===== src/rtl/band_level_meter.sv =====
// band_level_meter: per-band windowed max, decay and peak-hold with a registered read port
module band_level_meter #(
  parameter int NUM_BANDS    = 6,
  parameter int PWR_W        = 11,
  parameter int WIN_LOG2     = 8,
  parameter int DECAY_STEP   = 4,
  parameter int HOLD_WINDOWS = 4
) (
  input  logic                       clk,
  input  logic                       reset,
  input  logic                       sample_en,
  input  logic [NUM_BANDS*PWR_W-1:0] power_bus,
  input  logic [2:0]                 rd_band,
  output logic [PWR_W-1:0]           rd_level,
  output logic [PWR_W-1:0]           rd_peak,
  output logic                       update
);
  localparam int IW = $clog2(NUM_BANDS);
  localparam int HW = $clog2(HOLD_WINDOWS + 1);
  localparam logic [PWR_W-1:0] DEC = PWR_W'(DECAY_STEP);
  typedef enum logic [1:0] {ACCUM, UPDATE, DONE} state_t;
  state_t state, state_nxt;
  logic [WIN_LOG2-1:0] win_cnt;
  logic [PWR_W-1:0] win_max [NUM_BANDS];
  logic [PWR_W-1:0] wmx [NUM_BANDS];
  logic [PWR_W-1:0] snap [NUM_BANDS];
  logic [PWR_W-1:0] level [NUM_BANDS];
  logic [PWR_W-1:0] peak [NUM_BANDS];
  logic [HW-1:0] hold [NUM_BANDS];
  logic [IW-1:0] idx, idx_nxt;
  logic go, go_nxt, pending, pending_nxt, close;
  logic [PWR_W-1:0] s, lv_dec, pk_dec, lvl_new, pk_new;
  logic [HW-1:0] hold_new;
  assign close = sample_en && (&win_cnt);
  always_comb
    for (int k = 0; k < NUM_BANDS; k++)
      wmx[k] = power_bus[k*PWR_W +: PWR_W] > win_max[k] ? power_bus[k*PWR_W +: PWR_W] : win_max[k];
  // Shared per-band datapath; only reads snap[], so new-window accumulation never interferes
  always_comb begin
    s        = snap[idx];
    lv_dec   = level[idx] > DEC ? level[idx] - DEC : '0;
    pk_dec   = peak[idx] > DEC ? peak[idx] - DEC : '0;
    lvl_new  = s > lv_dec ? s : lv_dec;
    pk_new   = s >= peak[idx] ? s : hold[idx] != '0 ? peak[idx] : pk_dec > lvl_new ? pk_dec : lvl_new;
    hold_new = s >= peak[idx] ? HW'(HOLD_WINDOWS) : hold[idx] != '0 ? hold[idx] - 1'b1 : hold[idx];
  end
  always_comb begin
    state_nxt   = state;
    idx_nxt     = idx;
    go_nxt      = go | (close & (state == ACCUM));
    pending_nxt = pending | (close & (state != ACCUM));
    update      = 1'b0;
    case (state)
      ACCUM: if (go | pending) begin
        state_nxt   = UPDATE;
        idx_nxt     = '0;
        go_nxt      = close;
        pending_nxt = 1'b0;
      end
      UPDATE: begin
        state_nxt = idx == IW'(NUM_BANDS - 1) ? DONE : UPDATE;
        idx_nxt   = idx == IW'(NUM_BANDS - 1) ? idx : idx + 1'b1;
      end
      default: begin
        update      = 1'b1;
        state_nxt   = pending ? UPDATE : ACCUM;
        idx_nxt     = '0;
        pending_nxt = close;
      end
    endcase
  end
  always_ff @(posedge clk)
    if (reset) begin
      state    <= ACCUM;
      idx      <= '0;
      go       <= 1'b0;
      pending  <= 1'b0;
      win_cnt  <= '0;
      rd_level <= '0;
      rd_peak  <= '0;
      for (int k = 0; k < NUM_BANDS; k++) begin
        win_max[k] <= '0;
        snap[k]    <= '0;
        level[k]   <= '0;
        peak[k]    <= '0;
        hold[k]    <= '0;
      end
    end else begin
      state   <= state_nxt;
      idx     <= idx_nxt;
      go      <= go_nxt;
      pending <= pending_nxt;
      if (sample_en) begin
        win_cnt <= win_cnt + 1'b1;
        for (int k = 0; k < NUM_BANDS; k++) begin
          win_max[k] <= close ? '0 : wmx[k];
          if (close) snap[k] <= wmx[k];
        end
      end
      if (state == UPDATE) begin
        level[idx] <= lvl_new;
        peak[idx]  <= pk_new;
        hold[idx]  <= hold_new;
      end
      rd_level <= rd_band < 3'(NUM_BANDS) ? level[rd_band] : '0;
      rd_peak  <= rd_band < 3'(NUM_BANDS) ? peak[rd_band] : '0;
    end
endmodule


===== config.mk =====
export PLATFORM = sky130hd
export DESIGN_NAME = band_level_meter
export DESIGN_NICKNAME = d
export VERILOG_FILES = /design/src/rtl/band_level_meter.sv
export SDC_FILE = /design/constraint.sdc
export NUM_CORES = 1
export LEC_CHECK = 0
export CORE_MARGIN = 2
export CORE_UTILIZATION = 35
export DETAILED_ROUTE_END_ITERATION = 16
export DONT_BUFFER_PORTS = 1
export GPL_ROUTABILITY_DRIVEN = 0
export SLEW_MARGIN = 0
export SYNTH_ARGS = -nofsm -noshare
export SYNTH_HDL_FRONTEND = slang
export SYNTH_SLANG_ARGS = --single-unit

===== constraint.sdc =====
create_clock -name clk -period 8 [get_ports clk]
set_clock_uncertainty 0.15 [all_clocks]
set_input_delay 1.6 -clock clk [delete_from_list [all_inputs] [get_ports clk]]
set_output_delay 1.6 -clock clk [all_outputs]
set_load 0.02 [all_outputs]

Word-level counts from Yosys, hierarchy flattened
Memory sizes are Yosys's and may differ from the RTL's. A register that Yosys moved wholly into a read port is not among the register bits. Index checks and enable logic that the tools add are counted.

Bits in registers: 15. Word-level logic and storage cells: 133. RAM bits: 282. Memories kept: 5. Input port bits: 72.

Eq/ne operators: 4. Order comparisons: 12. Mux-type cells: 73. $add $sub $neg: 5. Reduce and logical (&&, ||, !) cells: 11. Bitwise gates (word level): 18.

Memory list: level (depth 6, width 11, rd ports 2, clocked after Yosys merged registers in 2, write ports 6, line 27) `logic [PWR_W-1:0] level [NUM_BANDS];`; peak (depth 6, width 11, rd ports 2, clocked after Yosys merged registers in 2, write ports 6, line 28) `logic [PWR_W-1:0] peak [NUM_BANDS];`; snap (depth 6, width 11, rd ports 1, clocked after Yosys merged registers in 1, write ports 6, line 26) `logic [PWR_W-1:0] snap [NUM_BANDS];`; win_max (depth 6, width 11, rd ports 6, clocked after Yosys merged registers in 0, write ports 6, line 24) `logic [PWR_W-1:0] win_max [NUM_BANDS];`; hold (depth 6, width 3, rd ports 1, clocked after Yosys merged registers in 1, write ports 6, line 29) `logic [HW-1:0] hold [NUM_BANDS];`.

Operators with widths (count): two-way mux 11 bit (32); > comparator 11 bit (8); two-way mux 3 bit (16); > comparator 11 x 3 -> 1 bit (second input constant) (2); OR reduction 11 bit (2); subtractor 11 x 3 -> 11 bit (second input constant) (2); two-way mux 1 bit (20); bitwise OR 1 bit (15); >= comparator 11 bit (1); adder 8 x 1 -> 8 bit (second input constant) (1); AND reduction 8 bit (1); one-hot mux 3 bit (2 select lines) (1); two-way mux 2 bit (2); one-hot mux 2 bit (2 select lines) (1); OR reduction 2 bit (2); adder 3 x 1 -> 3 bit (second input constant) (1); equality test 3 bit (second input constant) (1); < comparator 3 bit (second input constant) (1); nonzero test 3 bit (1); OR reduction 3 bit (1); subtractor 3 x 1 -> 3 bit (second input constant) (1); bitwise AND 1 bit (2); equality test 2 x 1 -> 1 bit (second input constant) (1); zero test 2 bit (1); other kinds (7) (7).

Longest topological paths before layout
Depth after elaboration: 9. Mapped depth: 34. Depth with buffers taken out: 24.

Worst setup path after synthesis
Ideal clock, no wire load.

Kind: reg-to-reg. From: register (tool-made name). To: memory peak[5][3] (data pin). Stages on the path, launching flop included: 29. Path buffers: 8. Slack: 692 ps. Library setup time: 277 ps. Arrival: 6882 ps. Path through: dfxtp_1 buf_6 buf_6 buf_6 buf_6 buf_4 buf_2 mux4_2 mux2i_1 ha_1 o21ai_0 nor4_1 mux2i_1 ha_1 a2111oi_0 nand4_1 nand3_1 clkbuf_1 mux2_2 ha_1 o21ai_0 nor2_1 or3_1 o211a_1 clkbuf_1 nor3_1 o311ai_0 o211ai_1 nor2_1.

RTL lines (line): end: declaration (28).

==> impl_metrics.env <==
export IMPL_grt_overflow_total=0
export IMPL_finalMaxSlewViolations=0
export IMPL_max_stage_delay_ns=0.70
export IMPL_cp_slowest_cell="dfxtp_4"
export IMPL_start_util_pct=35.3
export IMPL_ios=95
export IMPL_layout_drive_gt1_share_pct=14.0
export IMPL_cellPowerDensity_mw_per_mm2=213
export IMPL_yosysUniqueCellTypes=70
export IMPL_endpoint_kind="register"
export IMPL_vias=13600
export IMPL_ys_top_cells_by_area="edfxtp_1, mux4_2, ha_1, nor2_1, mux2i_1"
export IMPL_path_class="reg -> reg"
export IMPL_critPathLaunchType="register"
export IMPL_die_w_um=245
export IMPL_clockBufferDepth=3
export IMPL_vias_per_cell=5.51
export IMPL_grt_pass1_wl_mm=83.2
export IMPL_yosysMostFrequentCell="nor2_1"
export IMPL_clk_latency_ns=0.57
export IMPL_fmax_mhz=135
export IMPL_period_share_pct=92.5
export IMPL_grt_pass1_vias=13900
export IMPL_dp_slack_ns=0.363
export IMPL_antenna_found_initial=0
export IMPL_min_period_ns=7.40
export IMPL_antenna_cells=0
export IMPL_rsz0062_at_grt="false"
export IMPL_synth_main_ff_cell="edfxtp_1"
export IMPL_synth_largest_area_cell="edfxtp_1"
export IMPL_initialDrtViolationCount=1218
export IMPL_drv_cap=0
export IMPL_antenna_left=0
export IMPL_htreeDepth=2
export IMPL_ir_drop_v=0.000143
export IMPL_wl_per_cell_um=22.1
export IMPL_cts_reportedPaths_clkPinSlew_ns=0.06
export IMPL_ys_async_sr_fraction_pct=0
export IMPL_path_cells="mux4_2 > mux2_2 > ha_1 > o21a_1 > o32ai_1 > or2_1 > nand2_1 > ha_1 > a2111oi_0 > nand4_1 > nand3_2 > nor2_1 > a21oi_1 > inv_1 > ha_1 > a21oi_1 > o21ai_0 > nand2b_1 > o211ai_1 > a31oi_1 > o221ai_1 > a311oi_2 > nor2_1"
export IMPL_p_leak_nw=8.14
export IMPL_power_mw=4.78
export IMPL_dpl_hpwl_mm=36.1
export IMPL_crit_top_cell="ha_1"
export IMPL_synth_seq_cells=372
export IMPL_dieArea_sq_mm=0.0599
export IMPL_cts_inserted_buffers=42
export IMPL_worst_pin_slew_ns=1.11
export IMPL_core_area_sq_mm=0.0575
export IMPL_cp_max_fo=41
export IMPL_cts_sinks=372
export IMPL_synth_fp_nets=1868
export IMPL_synthesis_instances=1687
export IMPL_syn_area_per_cell_sq_um=12.0
export IMPL_finalWirelength_mm=54.4
export IMPL_area_growth_pct=10.7
export IMPL_nNetsFinal=1850
export IMPL_regArea_sq_mm=0.0108
export IMPL_max_slew_margin_pct=25.3
export IMPL_seq_area_frac_synth_pct=53.1
export IMPL_fillers=5450
export IMPL_synth_common_cells="nor2_1, edfxtp_1, mux2i_1"
export IMPL_cts_tree="done"
export IMPL_grt_max_degree=67
export IMPL_status="finished, final reports clean"
export IMPL_netlist_area_sq_mm=0.0203
export IMPL_synth_top_area_share_pct=49.1
export IMPL_critical_path_buf_inv_count=1
export IMPL_path_delay_family="compound AO/OA/AOI/OAI gates"
export IMPL_io_buffers=0
export IMPL_hold_path_class="reg -> reg"
export IMPL_setup_tns_ns=0
export IMPL_fp_dieH_um=245
export IMPL_required_ns=8.13
export IMPL_setup_slack_ns=0.598
export IMPL_synth_edff_count=332
export IMPL_std_cell_rows=88
export IMPL_hold_violations=0
export IMPL_crit_arrival_ns=7.54
export IMPL_grt_total_usage_pct=18.1
export IMPL_multi_input_area_sq_mm=0.00871
export IMPL_setup_viol=0
export IMPL_drtPass1Iterations=5
export IMPL_drc_errors=0
export IMPL_clockRootBuffer="clkbuf_16"
export IMPL_yosysWarningCount=0
==> cell type report <==
class / count / share of cell area (%)
Clock buffer: 54 / 5.06
Sequential cell: 372 / 48.0
Clock inverter: 24 / 1.21
Inverter: 105 / 1.75
Tap cell: 765 / 4.26
Multi-Input combinational cell: 1122 / 38.8
Timing Repair Buffer: 26 / 0.925
==> state kept, by name, indices dropped and copies added (netlist names), named ones only <==
signal	flops
pending	1
level	88
go	1
win_max	66
state	2
snap	66
rd_peak	11
idx	3
hold	24
rd_level	11
peak	88
win_cnt	8
==> cell usage in the layout, fill, tap and decap left out, drive strengths merged, types with 19 or more instances in the layout <==
cell,count
mux2i,113
dfxtp,40
nand2b,19
nand2,53
clkbuf,54
inv,108
a21oi,51
buf,26
mux4,74
nor2,352
edfxtp,332
a22oi,28
o21ai,38
nor3,36
nand4,28
mux2,41
o21a,25
ha,109
==> path summary, 6_finish.rpt <==
check | startpoint | to | slack, ns | cells past startpoint
setup / recovery | register | peak[5][5] | 0.60 | 23
hold / removal | go | go | 0.34 | 2
setup reg to reg | register | peak[5][5] | 0.60 | 23
hold reg to reg | go | go | 0.34 | 2
==> metal layers <==
layer / track usage (%) / share of wire, %
met1: 24.1 / 42
met2: 29.3 / 47
met3: 4.00 / 8.0
met4: 6.31 / 2.9
met5: 0 / 0
==> metrics by stage <==
stage | instances | utilization, % | hold WS (ns) | area (sq um)
after global routing | 2468 | 39.1 | 0.357 | 22500
after detailed placement | 2389 | 36.6 | 0.331 | 21000
final | 2468 | 39.1 | 0.337 | 22500
after CTS | 2467 | 39.0 | 0.339 | 22400
after floorplan | 1687 | - | 0.308 | 20300
after global placement | 2389 | 36.6 | 0.313 | 21000
==> report_power, final <==
part | internal (mW) | switching [mW]
clock | 1.17 | 0.817
combinational | 0.219 | 0.329
sequential | 2.19 | 0.0482
total | 3.58 | 1.19
==> logic make-up after synthesis <==
| group | Yosys count | share of synthesized area [%] |
|---|---|---|
| AND/OR/NAND/NOR | 558 | 12.2 |
| buffers and inverters | 193 | 4.22 |
| AO/OA/AOI/OAI | 213 | 7.15 |
| flip-flops | 372 | 53.1 |
| multiplexers | 228 | 16.1 |
| XOR/XNOR | 14 | 0.604 |
| adder cells (fa/ha/maj) | 109 | 6.72 |
==> worst register-to-register path, stage by stage (launching register included) <==
cell	delay [ns]
dfxtp_4	0.70
mux4_2	0.40
mux2_2	0.30
ha_1	0.21
o21a_1	0.12
o32ai_1	0.41
or2_1	0.34
nand2_1	0.09
ha_1	0.18
a2111oi_0	0.58
nand4_1	0.32
nand3_2	0.32
nor2_1	0.07
a21oi_1	0.29
inv_1	0.08
ha_1	0.30
a21oi_1	0.06
o21ai_0	0.36
nand2b_1	0.19
o211ai_1	0.23
a31oi_1	0.49
o221ai_1	0.26
a311oi_2	0.51
nor2_1	0.13
==> what timing repair did <==
item	CTS	global route
hold endpoints to repair	0	0
setup buffers	0	1
hold buffers	0	0
gates resized for setup	0	2
setup endpoints to repair	0	52
Note: power is estimated with default switching activity, not from simulation.
